<file path="config.mk">
export PLATFORM = sky130hd
export DESIGN_NAME = mtm_alu_serializer
export DESIGN_NICKNAME = d
export VERILOG_FILES = /design/src/rtl/mtm_alu_serializer.sv
export SDC_FILE = /design/constraint.sdc
export NUM_CORES = 1
export LEC_CHECK = 0
export CORE_MARGIN = 4
export CORE_UTILIZATION = 40
export CTS_CLUSTER_DIAMETER = 60
export DETAILED_ROUTE_END_ITERATION = 12
export PLACE_DENSITY = 0.66
export SETUP_SLACK_MARGIN = 0.02
export SYNTH_ARGS = -nofsm -noshare
export SYNTH_HDL_FRONTEND = slang
export SYNTH_SLANG_ARGS = --single-unit
</file>
<file path="constraint.sdc">
create_clock -name clk -period 2.74 [get_ports clk]
set_clock_uncertainty 0.2 [all_clocks]
set_input_delay 0.411 -clock clk [delete_from_list [all_inputs] [get_ports clk]]
set_output_delay 0.411 -clock clk [all_outputs]
set_load 0.05 [all_outputs]
</file>
<file path="src/rtl/mtm_alu_serializer.sv">
// rtl/mtm_alu_serializer.sv - mtm_Alu response serializer: 4 data frames + CRC control frame, or 1 error frame
module mtm_alu_serializer #(
    parameter int BIT_CYCLES = 1
) (
    input  logic        clk,
    input  logic        rst,
    input  logic        in_valid,
    output logic        in_ready,
    input  logic        in_err,
    input  logic [31:0] in_data,
    input  logic [3:0]  in_flags,
    input  logic [5:0]  in_err_flags,
    output logic        sout,
    output logic        busy
);

    typedef enum logic [2:0] {IDLE, START, CMD, DATA, STOP} state_t;

    localparam int            CW          = (BIT_CYCLES > 1) ? $clog2(BIT_CYCLES) : 1;
    localparam logic [CW-1:0] CYC_LAST    = CW'(BIT_CYCLES - 1);
    localparam logic [CW-1:0] CYC_PRELAST = CW'(BIT_CYCLES - 2);
    localparam logic          ONE_CYCLE   = (BIT_CYCLES == 1);

    state_t        state_q;
    logic [CW-1:0] cyc_q;
    logic [2:0]    bit_q;
    logic [2:0]    frame_q;
    logic          err_q;
    logic [31:0]   data_q;
    logic [3:0]    flags_q;
    logic [5:0]    err_flags_q;
    logic          sout_q;

    logic [2:0]    crc;
    logic [7:0]    payload;
    logic          ctrl_frame;
    logic          last_cyc;

    // CRC x^3+x+1, init 0, MSB first over {C, 0, FLAGS}
    function automatic logic [2:0] crc3(input logic [36:0] v);
        logic [2:0] c;
        logic       fb;
        c = 3'b000;
        for (int i = 36; i >= 0; i--) begin
            fb = c[2] ^ v[i];
            c  = {c[1], c[0] ^ fb, fb};
        end
        return c;
    endfunction

    assign crc        = crc3({data_q, 1'b0, flags_q});
    // The control frame (error frame or frame 4) is always the last frame of a response.
    assign ctrl_frame = err_q | (frame_q == 3'd4);
    assign last_cyc   = (cyc_q == CYC_LAST);

    // Payload byte of the frame currently being sent
    always_comb begin
        payload = 8'h00;
        if (err_q) begin
            payload = {1'b1, err_flags_q, ^{1'b1, err_flags_q}};
        end else begin
            case (frame_q)
                3'd0:    payload = data_q[31:24];
                3'd1:    payload = data_q[23:16];
                3'd2:    payload = data_q[15:8];
                3'd3:    payload = data_q[7:0];
                default: payload = {1'b0, flags_q, crc};
            endcase
        end
    end

    // Frame/bit sequencer with registered serial output. The FSM drops to IDLE
    // for the final cycle of the last stop bit (sout is already 1 there), so a
    // request presented then starts its frame with no idle gap.
    always_ff @(posedge clk or posedge rst) begin
        if (rst) begin
            state_q     <= IDLE;
            cyc_q       <= '0;
            bit_q       <= 3'd0;
            frame_q     <= 3'd0;
            err_q       <= 1'b0;
            data_q      <= 32'h0;
            flags_q     <= 4'h0;
            err_flags_q <= 6'h0;
            sout_q      <= 1'b1;
        end else begin
            case (state_q)
                IDLE: begin
                    cyc_q <= '0;
                    if (in_valid) begin
                        err_q       <= in_err;
                        data_q      <= in_data;
                        flags_q     <= in_flags;
                        err_flags_q <= in_err_flags;
                        frame_q     <= 3'd0;
                        state_q     <= START;
                        sout_q      <= 1'b0;
                    end else begin
                        sout_q      <= 1'b1;
                    end
                end
                default: begin
                    if (!last_cyc) begin
                        cyc_q <= cyc_q + 1'b1;
                        if (state_q == STOP && ctrl_frame && cyc_q == CYC_PRELAST) begin
                            state_q <= IDLE;
                        end
                    end else begin
                        cyc_q <= '0;
                        case (state_q)
                            START: begin
                                state_q <= CMD;
                                sout_q  <= ctrl_frame;
                            end
                            CMD: begin
                                state_q <= DATA;
                                bit_q   <= 3'd7;
                                sout_q  <= payload[7];
                            end
                            DATA: begin
                                if (bit_q != 3'd0) begin
                                    bit_q  <= bit_q - 1'b1;
                                    sout_q <= payload[bit_q - 1'b1];
                                end else begin
                                    state_q <= (ctrl_frame && ONE_CYCLE) ? IDLE : STOP;
                                    sout_q  <= 1'b1;
                                end
                            end
                            STOP: begin
                                state_q <= START;
                                frame_q <= frame_q + 1'b1;
                                sout_q  <= 1'b0;
                            end
                            default: begin
                                state_q <= IDLE;
                                sout_q  <= 1'b1;
                            end
                        endcase
                    end
                end
            endcase
        end
    end

    assign sout     = sout_q;
    assign in_ready = (state_q == IDLE);
    assign busy     = ~in_ready;

endmodule
</file>
======== After elaboration in Yosys (flattened, before gate mapping) ========
Cells that the tools add are included.
storage, ports and cells
  register bits after elaboration ......... 54
  bits in latches ......................... 0
  RAM bits ................................ 0
  memory bits (read-only) ................. 0
  bits of input ports ..................... 46
  output and inout bits ................... 3
  logic and storage cells ................. 135
  memories kept ........................... 0
operators by class
  add/sub/neg operators ................... 3
  multiply operators ...................... 0
  div/mod/pow operators ................... 0
  order comparisons ....................... 1
  equality and inequality tests ........... 13
  shift-type cells ........................ 0
  muxes and demuxes ....................... 24
  bitwise gates (word level) .............. 73
  reductions and logical operators ........ 12
operators by type and width
  cell                   number
  $xor A1 B1 Y1          70
  $mux W3                11
  $pmux W8 S4            1
  $eq A3 B2 Y1 const B   4
  $pmux W3 S4            1
  $mux W8                1
  $mux W1                7
  $reduce_xor A7 Y1      1
  $eq A3 B1 Y1 const B   2
  $eq A3 B3 Y1 const B   2
  $logic_not A3 Y1       2
  $ne A2 B2 Y1 const B   3
  $pmux W3 S2            1
  $reduce_and A3 Y1      2
  $lt A3 B4 Y1 const B   1
  $ne A4 B4 Y1 const B   1
  $pmux W1 S4            1
  $reduce_and A4 Y1      1
  $reduce_bool A2 Y1     2
  $add A3 B1 Y3 const B  1
  $bmux W1 S3            1
  $ne A3 B2 Y1 const B   1
  $reduce_bool A3 Y1     1
  $sub A3 B1 Y3 const B  1
  other kinds (5)        7

======== Longest topological paths before layout ========
Gate-level depths: netlist of the first run.
  depth after elaboration ................. 43
  mapped depth ............................ 10
  mapped depth without buffers ............ 9

======== Worst setup path before layout of the first run ========
OpenSTA, ideal clock, no wires.
  kind .................................... register to register
  start point ............................. register state_q[2]
  end point ............................... register data_q[10]
  arrival ................................. 2665 ps
  required time ........................... 2415 ps
  setup slack ............................. -250 ps
  cell stages (with the launch flop) ...... 8
  buffers on the path ..................... 3
  cell sequence ........................... dfrtp_1 -> clkbuf_1 -> or3_1 -> inv_1 -> and2_1 -> clkbuf_1 -> buf_1 -> mux2_2
on the way
  word-level cells in the longest chain between the ends .. 2
RTL lines
  item                                RTL line  source
  from (decl)                         24        state_t state_q;
  from (signal assigned)              125       state_q <= (ctrl_frame && ONE_CYCLE) ? IDLE : STOP;
  $logic_not A3 Y1                    -
  via in_ready                        8         output logic in_ready,
  $reduce_and A2 Y1 (no source line)  -
  to (signal assigned)                92        data_q <= in_data;
  to (decl)                           29        logic [31:0] data_q;
The timed path passes the listed nets, and every way through them passes these cells.
A chain may end at the register's enable or synchronous reset.

======== Worst setup path in the final report of the first run ========
  start point ............................. register frame_q[0]
  end point ............................... register sout_q (netlist: sout)
on the way
  word-level cells in the longest chain between the ends .. 9
  elaborated cells on any way between the ends .. 14
RTL lines
  item                                  RTL line  source
  from (decl)                           27        logic [2:0] frame_q;
  from (signal assigned)                131       frame_q <= frame_q + 1'b1;
  $eq A3 B2 Y1 (tied with other cells)  62        case (frame_q)
  $pmux W8 S4                           62
  $mux W8                               59        if (err_q) begin
  $bmux W1 S3                           123       sout_q <= payload[bit_q - 1'b1];
  $mux W1 (not written as such)         123
  $mux W1                               121       if (bit_q != 3'd0) begin
  $pmux W1 S4 (*)                       110       case (state_q)
  $mux W1 (*)                           103       if (!last_cyc) begin
  $mux W1 (*)                           87        case (state_q)
  to (signal assigned)                  113       sout_q <= ctrl_frame;
  to (signal assigned)                  118       sout_q <= payload[7];
  to (signal assigned)                  123
  to (decl)                             32        logic sout_q;
Mark *: on every way between the ends. The rest lies on a longest branch, timed or not. The select of a mux whose other input is x is not followed.

==> results of run 1 <==
-- final cells by class --
class	count	share of cell area
clock inverter	1	0.00198
sequential	53	0.349
inverter	11	0.0119
clock buffer	7	0.0201
multi-input combinational	178	0.434
timing repair buffer	58	0.150
tap	99	0.0326
-- worst paths after layout --
check	to	slack, ps	depth (start not counted)
worst max-delay path	sout	90	8
worst min-delay path	bit_q[2]	270	2
worst max register to register	sout	90	8
worst min register to register	data_q[18]	350	1
max in group asynchronous	data_q[22]	1530	3
min in group clk	data_q[18]	350	1
-- worst register-to-register path: cells and delay by family, from the launching register on --
kind | cells | cell delay (ps)
compound gates | 6 | 1420
fa+ha+maj | 2 | 510
flops | 1 | 430
-- cell usage after synthesis, types with 2 or more instances --
library cell and instances:
nand2_1 10, mux2_2 41, o21ai_0 10, or3_1 2, a22oi_1 3, nor2_1 8
dfrtp_1 52, a311oi_1 2, a222oi_1 5, a31oi_1 2, a2111oi_0 2, nor3_1 3
xnor2_1 20, xor2_1 8, a21oi_1 9, xnor3_1 7, a211oi_1 2, buf_1 3
o221ai_1 3, a21o_1 2, nand2b_1 6, xnor2_2 3, clkbuf_1 8, nor2b_1 4
buf_2 2, inv_1 11, a221oi_1 3, ha_1 7
-- flip-flops by register name, summed over array words and instances, names as in the netlist --
name / flops
bit_q: 3
data_q: 32
err_flags_q: 6
err_q: 1
flags_q: 4
frame_q: 3
sout: 1
state_q: 3
-- metal layers --
| metal | share of wire | wire length [µm] |
|---|---|---|
| met4 | 0.011 | 70 |
| met3 | 0.059 | 388 |
| met5 | 0 | 0 |
| met2 | 0.44 | 2900 |
| met1 | 0.49 | 3240 |
-- logic make-up after synthesis --
group	after synthesis	synth area share
AOI/OAI and AO/OA	55	0.136
adders and majority gates	7	0.0288
xor gates and xnor gates	39	0.157
and+or+nand+nor	36	0.0593
buffers and inverters	24	0.0305
muxes	41	0.152
DFF	53	0.437
-- power groups by stage --
stage	combinational, W	clock, W	sequential (W)
5_1_grt	0.0000905	0.000485	0.000782
2_1_floorplan	0.0000120	0	0.000797
3_3_place_gp	0.0000843	0	0.000797
4_1_cts	0.0000851	0.000444	0.000782
6_report	0.0000824	0.000423	0.000781
3_5_place_dp	0.0000847	0	0.000797
-- through the flow --
stage	worst slack, ps	hold WS, ps	std cells	utilization
CTS	48.4	295	407	0.514
finish	91.7	270	407	0.518
global route	-21.1	318	407	0.518
detailed placement	89.6	334	399	0.503
global placement	112	333	399	0.503
floorplan	72.6	306	255	-
==> flow_summary_export.csv, run 1 <==
group,metric,value,unit
synth,yosysUniqueCellTypes,45,
global_routing,grt_first_pass_wirelength,11100,µm
critical_path,cpPeakStageDelay,430,ps
synth,syn_area,3040,µm²
synth,synth.ff_latch_count,53,
finish,final_common_cell,"dfrtp_1",
pwr,p_switching,0.000265,W
critical_path,critPathSlowestCell,"dfrtp_1",
critical_path,cp.buffers_inverters,0,
finish,regArea,1330,µm²
finish,final_nets,360,
global_routing,grt-ovfl-total,0,
drt,drc_errors,0,
cts,cts-root-buf,"clkbuf_8",
critical_path,worstSetupEndpointType,"register",
finish,n_antenna_cell,0,
timing,fin_crit_sh,0.967,
critical_path,start_kind,"register",
pwr,comb_power_share,0.064,
timing,setup-violations-final,0,
timing,tightest_slew,536,ps
drt,vias,2106,
placed_design,dpl_cell_area,3690,µm²
worst_hold_path,hold_class,"primary input to asynchronous set/reset pin",
placed_design,hpwlAfterDp,5230,µm
pwr,swShare,0.206,
cts,clock-sinks,53,
critical_path,r2r_start,"frame_q[0]",
global_routing,grt_use_met3,0.0268,
synth,ys_seq_area_frac,0.437,
drt,ant_nets,0,
cts,hold_buffers,0,
cts,htree_num_levels,2,
synth,yosys_warnings,0,
cts,numCtsBuffers,5,
pwr,clkPwrFrac,0.328,
critical_path,worstPathRequired,2750,ps
critical_path,cpLargestDelayFamily,"compound AO/OA/AOI/OAI gates",
floorplanning,die_area,9050,µm²
pwr,power,0.00129,W
finish,multi_input_area,1650,µm²
cts,cts_setup_buffers,0,
synth,async_reset_ff_frac,1.00,
placed_design,place.gp.congestion,0.952,
drt,firstDrtPassIters,5,
finish,syn_to_final_growth,25.1,%
timing,slew_headroom,0.642,
drt,wl_per_cell,16.2,µm
pwr,p_seq_frac,0.607,
floorplanning,ios,49,
drt,routed_wl,6590,µm
timing,fmax,0.378,GHz
pwr,p_leak,1.73,nW
global_routing,grt_start_max_net_pins,31,
outcome,status,"completed",
global_routing,grt_pass1_vias,2219,
synth,yosysTopAreaCellShare,0.429,
critical_path,arrival,2660,ps
critical_path,path_class,"register to register",
timing,rsz0062_at_grt,"yes",
synth,synth_top_area_cell,"dfrtp_1",
timing,hold_violations,0,
synth,syn_inst,255,
finish,drive_above_1_share,0.237,
drt,drt_iter0_drc,206,
critical_path,crit_top_cell,"ha_1",
drt,viasPerCell,5.17,
critical_path,worstPathMaxFanout,7,
cts,cts_tree,"built",
floorplanning,rows,31,
floorplanning,start_util,0.414,
pwr,intPower,0.00102,W
global_routing,use_met1,0.237,
synth,synth_nets,308,
floorplanning,die_y,95.1,µm
global_routing,top_usage_layer,"met2",
finish,mostFrequentLayoutCells,"dfrtp_1, clkdlybuf4s50_1, mux2_2, xnor2_1",
synth,synth-main-ff-cell,"dfrtp_1",
global_routing,grt_use_met2,0.239,
critical_path,crit_start,"frame_q[0]",
cts,clock_latency,300,ps
pwr,irDropWorstVdd,0.000175,V
synth,synthTopCellsByArea,"dfrtp_1, mux2_2, xnor2_1, xnor3_1, ha_1",
cts,clkSlewWorstSetupHoldPaths,90,ps
finish,design_area,3800,µm²
placed_design,port_buffers,48,
synth,synth_edf_count,0,
floorplanning,placeableCoreArea,7330,µm²
job,cap_violations,0,
critical_path,crit_chain,"ha_1, ha_1, a221oi_1, o221ai_1, a311oi_1, a211oi_1, o31ai_1, o41ai_2",
floorplanning,die_w,95.1,µm
cts,clockBufferDepth,2,
finish,n_fill_cell,646,
pwr,power_density,339,nW/µm²
global_routing,antenna_found_initial,0,
cts,post_cts_resized,0,
timing,tns,0,ps
synth,avgSynthCellArea,11.9,µm²
global_routing,track_usage,0.158,
timing,drv_slew,0,
timing,final.min_clock_period,2650,ps
(Power assumes the default switching activity.)
==> run 2: changes to the inputs <==
CORE_UTILIZATION = 30   (was 40)
PLACE_DENSITY = 0.53   (was 0.66)
==> run 2 against run 1 <==
Effect of this change:
- global-route usage fell by 3.1 points
- wire length is 8.7% higher
- sequential share of layout area down 0.74 points
- register-to-register slack is essentially flat
- fmax rose by 0.15%
==> flow_summary_export.csv, run 2 (synthesis gave the netlist of run 1 again) <==
group,metric,value,unit
critical_path,cp-endpoint,"sout",
placed_design,hpwlAfterDp,5540,µm
drt,drc_errors,0,
drt,ant_nets,0,
critical_path,timing.rr.end,"sout",
floorplanning,die_w,109,µm
drt,wl_per_cell,16.3,µm
floorplanning,rows,36,
cts,numCtsBuffers,5,
placed_design,port_buffers,48,
finish,top_regs,"data_q (32), err_flags_q (6), flags_q (4)",
finish,syn_to_final_growth,27.8,%
timing,tightest_slew,558,ps
pwr,power_density,339,nW/µm²
global_routing,grt_start_max_net_pins,46,
cts,cts_tree,"built",
floorplanning,start_util,0.309,
worst_hold_path,hold_class,"primary input to asynchronous set/reset pin",
timing,hold_violations,0,
finish,final_nets,361,
critical_path,r2r_cells,7,
drt,firstDrtPassIters,5,
cts,clkSlewWorstSetupHoldPaths,100,ps
critical_path,r2r_setup_slack,100,ps
floorplanning,placeableCoreArea,9820,µm²
finish,n_fill_cell,1009,
timing,fin_crit_sh,0.965,
timing,final.min_clock_period,2640,ps
critical_path,worstPathRequired,2760,ps
drt,viasPerCell,4.93,
critical_path,crit_start,"data_q[20]",
floorplanning,ios,49,
critical_path,arrival,2660,ps
global_routing,track_usage,0.127,
finish,top_register,"data_q",
global_routing,grt_first_pass_wirelength,11600,µm
drt,vias,2175,
critical_path,r2r_start,"data_q[20]",
critical_path,worstSetupEndpointType,"register",
timing,slew_headroom,0.628,
finish,n_antenna_cell,0,
timing,fmax,0.378,GHz
critical_path,start_kind,"register",
placed_design,dpl_cell_area,3750,µm²
finish,largest_reg_flops,32,
pwr,p_leak,1.74,nW
cts,hold_buffers,0,
drt,drt_iter0_drc,121,
floorplanning,die_y,109,µm
drt,routed_wl,7170,µm
floorplanning,die_area,11800,µm²
placed_design,place.gp.congestion,0.886,
cts,clock_latency,310,ps
finish,design_area,3880,µm²
timing,drv_slew,0,
critical_path,path_class,"register to register",
finish,mostFrequentLayoutCells,"dfrtp_1, clkdlybuf4s50_1, mux2_2, xnor2_1",
cts,clock-sinks,53,
job,cap_violations,0,
critical_path,worstPathMaxFanout,3,
global_routing,grt-ovfl-total,0,
outcome,status,"completed",
global_routing,grt_pass1_vias,2219,
finish,final_common_cell,"dfrtp_1",
pwr,irDropWorstVdd,0.000175,V
timing,tns,0,ps
timing,setup-violations-final,0,
finish,drive_above_1_share,0.256,
cts,htree_num_levels,2,
cts,cts-root-buf,"clkbuf_8",
global_routing,antenna_found_initial,0,
timing,rsz0062_at_grt,"no",
cts,clockBufferDepth,2,
==> run 2: cell type report <==
cell class	count	area [µm²]	area share
well taps	133	166	0.0429
flip-flops and latches	53	1330	0.342
repair buffers	59	586	0.151
clock buffers	6	82.6	0.0213
clock inverters	1	7.51	0.00193
multi-input cells	178	1670	0.429
inverters	11	45.0	0.0116
==> run 2: how the worst min path moves through the flow <==
stage / startpoint / endpoint / slack (ps) / depth (start not counted)
6_report: rst / bit_q[2] / 280 / 2
2_1_floorplan: data_q[18] / data_q[18] / 310 / 1
4_1_cts: rst / bit_q[2] / 300 / 2
5_1_grt: rst / bit_q[2] / 310 / 2
3_3_place_gp: data_q[11] / data_q[11] / 340 / 1
3_5_place_dp: data_q[18] / data_q[18] / 330 / 1
==> run 2: power by group <==
group	total (W)	internal (W)	switching (W)
combinational	0.0000842	0.0000588	0.0000253
sequential	0.000782	0.000782	0
clock	0.000452	0.000200	0.000251
total	0.00132	0.00104	0.000277
==> run 2: through the flow <==
step / utilization / worst slack (ps) / total power (W) / hold slack (ps) / cells
after detailed placement: 0.382 / 74.3 / 0.000883 / 334 / 434
after CTS: 0.391 / 54.6 / 0.00134 / 296 / 441
after floorplan: - / 72.6 / 0.000809 / 306 / 255
after global routing: 0.395 / 20.6 / 0.00137 / 313 / 441
final: 0.395 / 95.6 / 0.00132 / 275 / 441
after global placement: 0.382 / 135 / 0.000884 / 335 / 434
==> run 2: routing by layer <==
layer | share of wire | vias up | GRT usage
li1 | - | 1036 | -
met1 | 0.47 | 1064 | 0.179
met2 | 0.46 | 65 | 0.197
met3 | 0.053 | 10 | 0.0219
met4 | 0.017 | 0 | 0.0451
met5 | 0 | - | 0
==> run 2: timing repair <==
item | in CTS | in global routing
endpoints found under the setup margin | 0 | 1
resized for setup | 0 | 8
setup buffers | 0 | 0
==> run 2: worst max-delay path: stages (launching register included) <==
cell and delay (ps):
dfrtp_1 400, xnor3_1 440, xor2_2 240, xor2_2 190, xnor3_1 420, or3_1 330, a211oi_2 250, o41ai_2 100
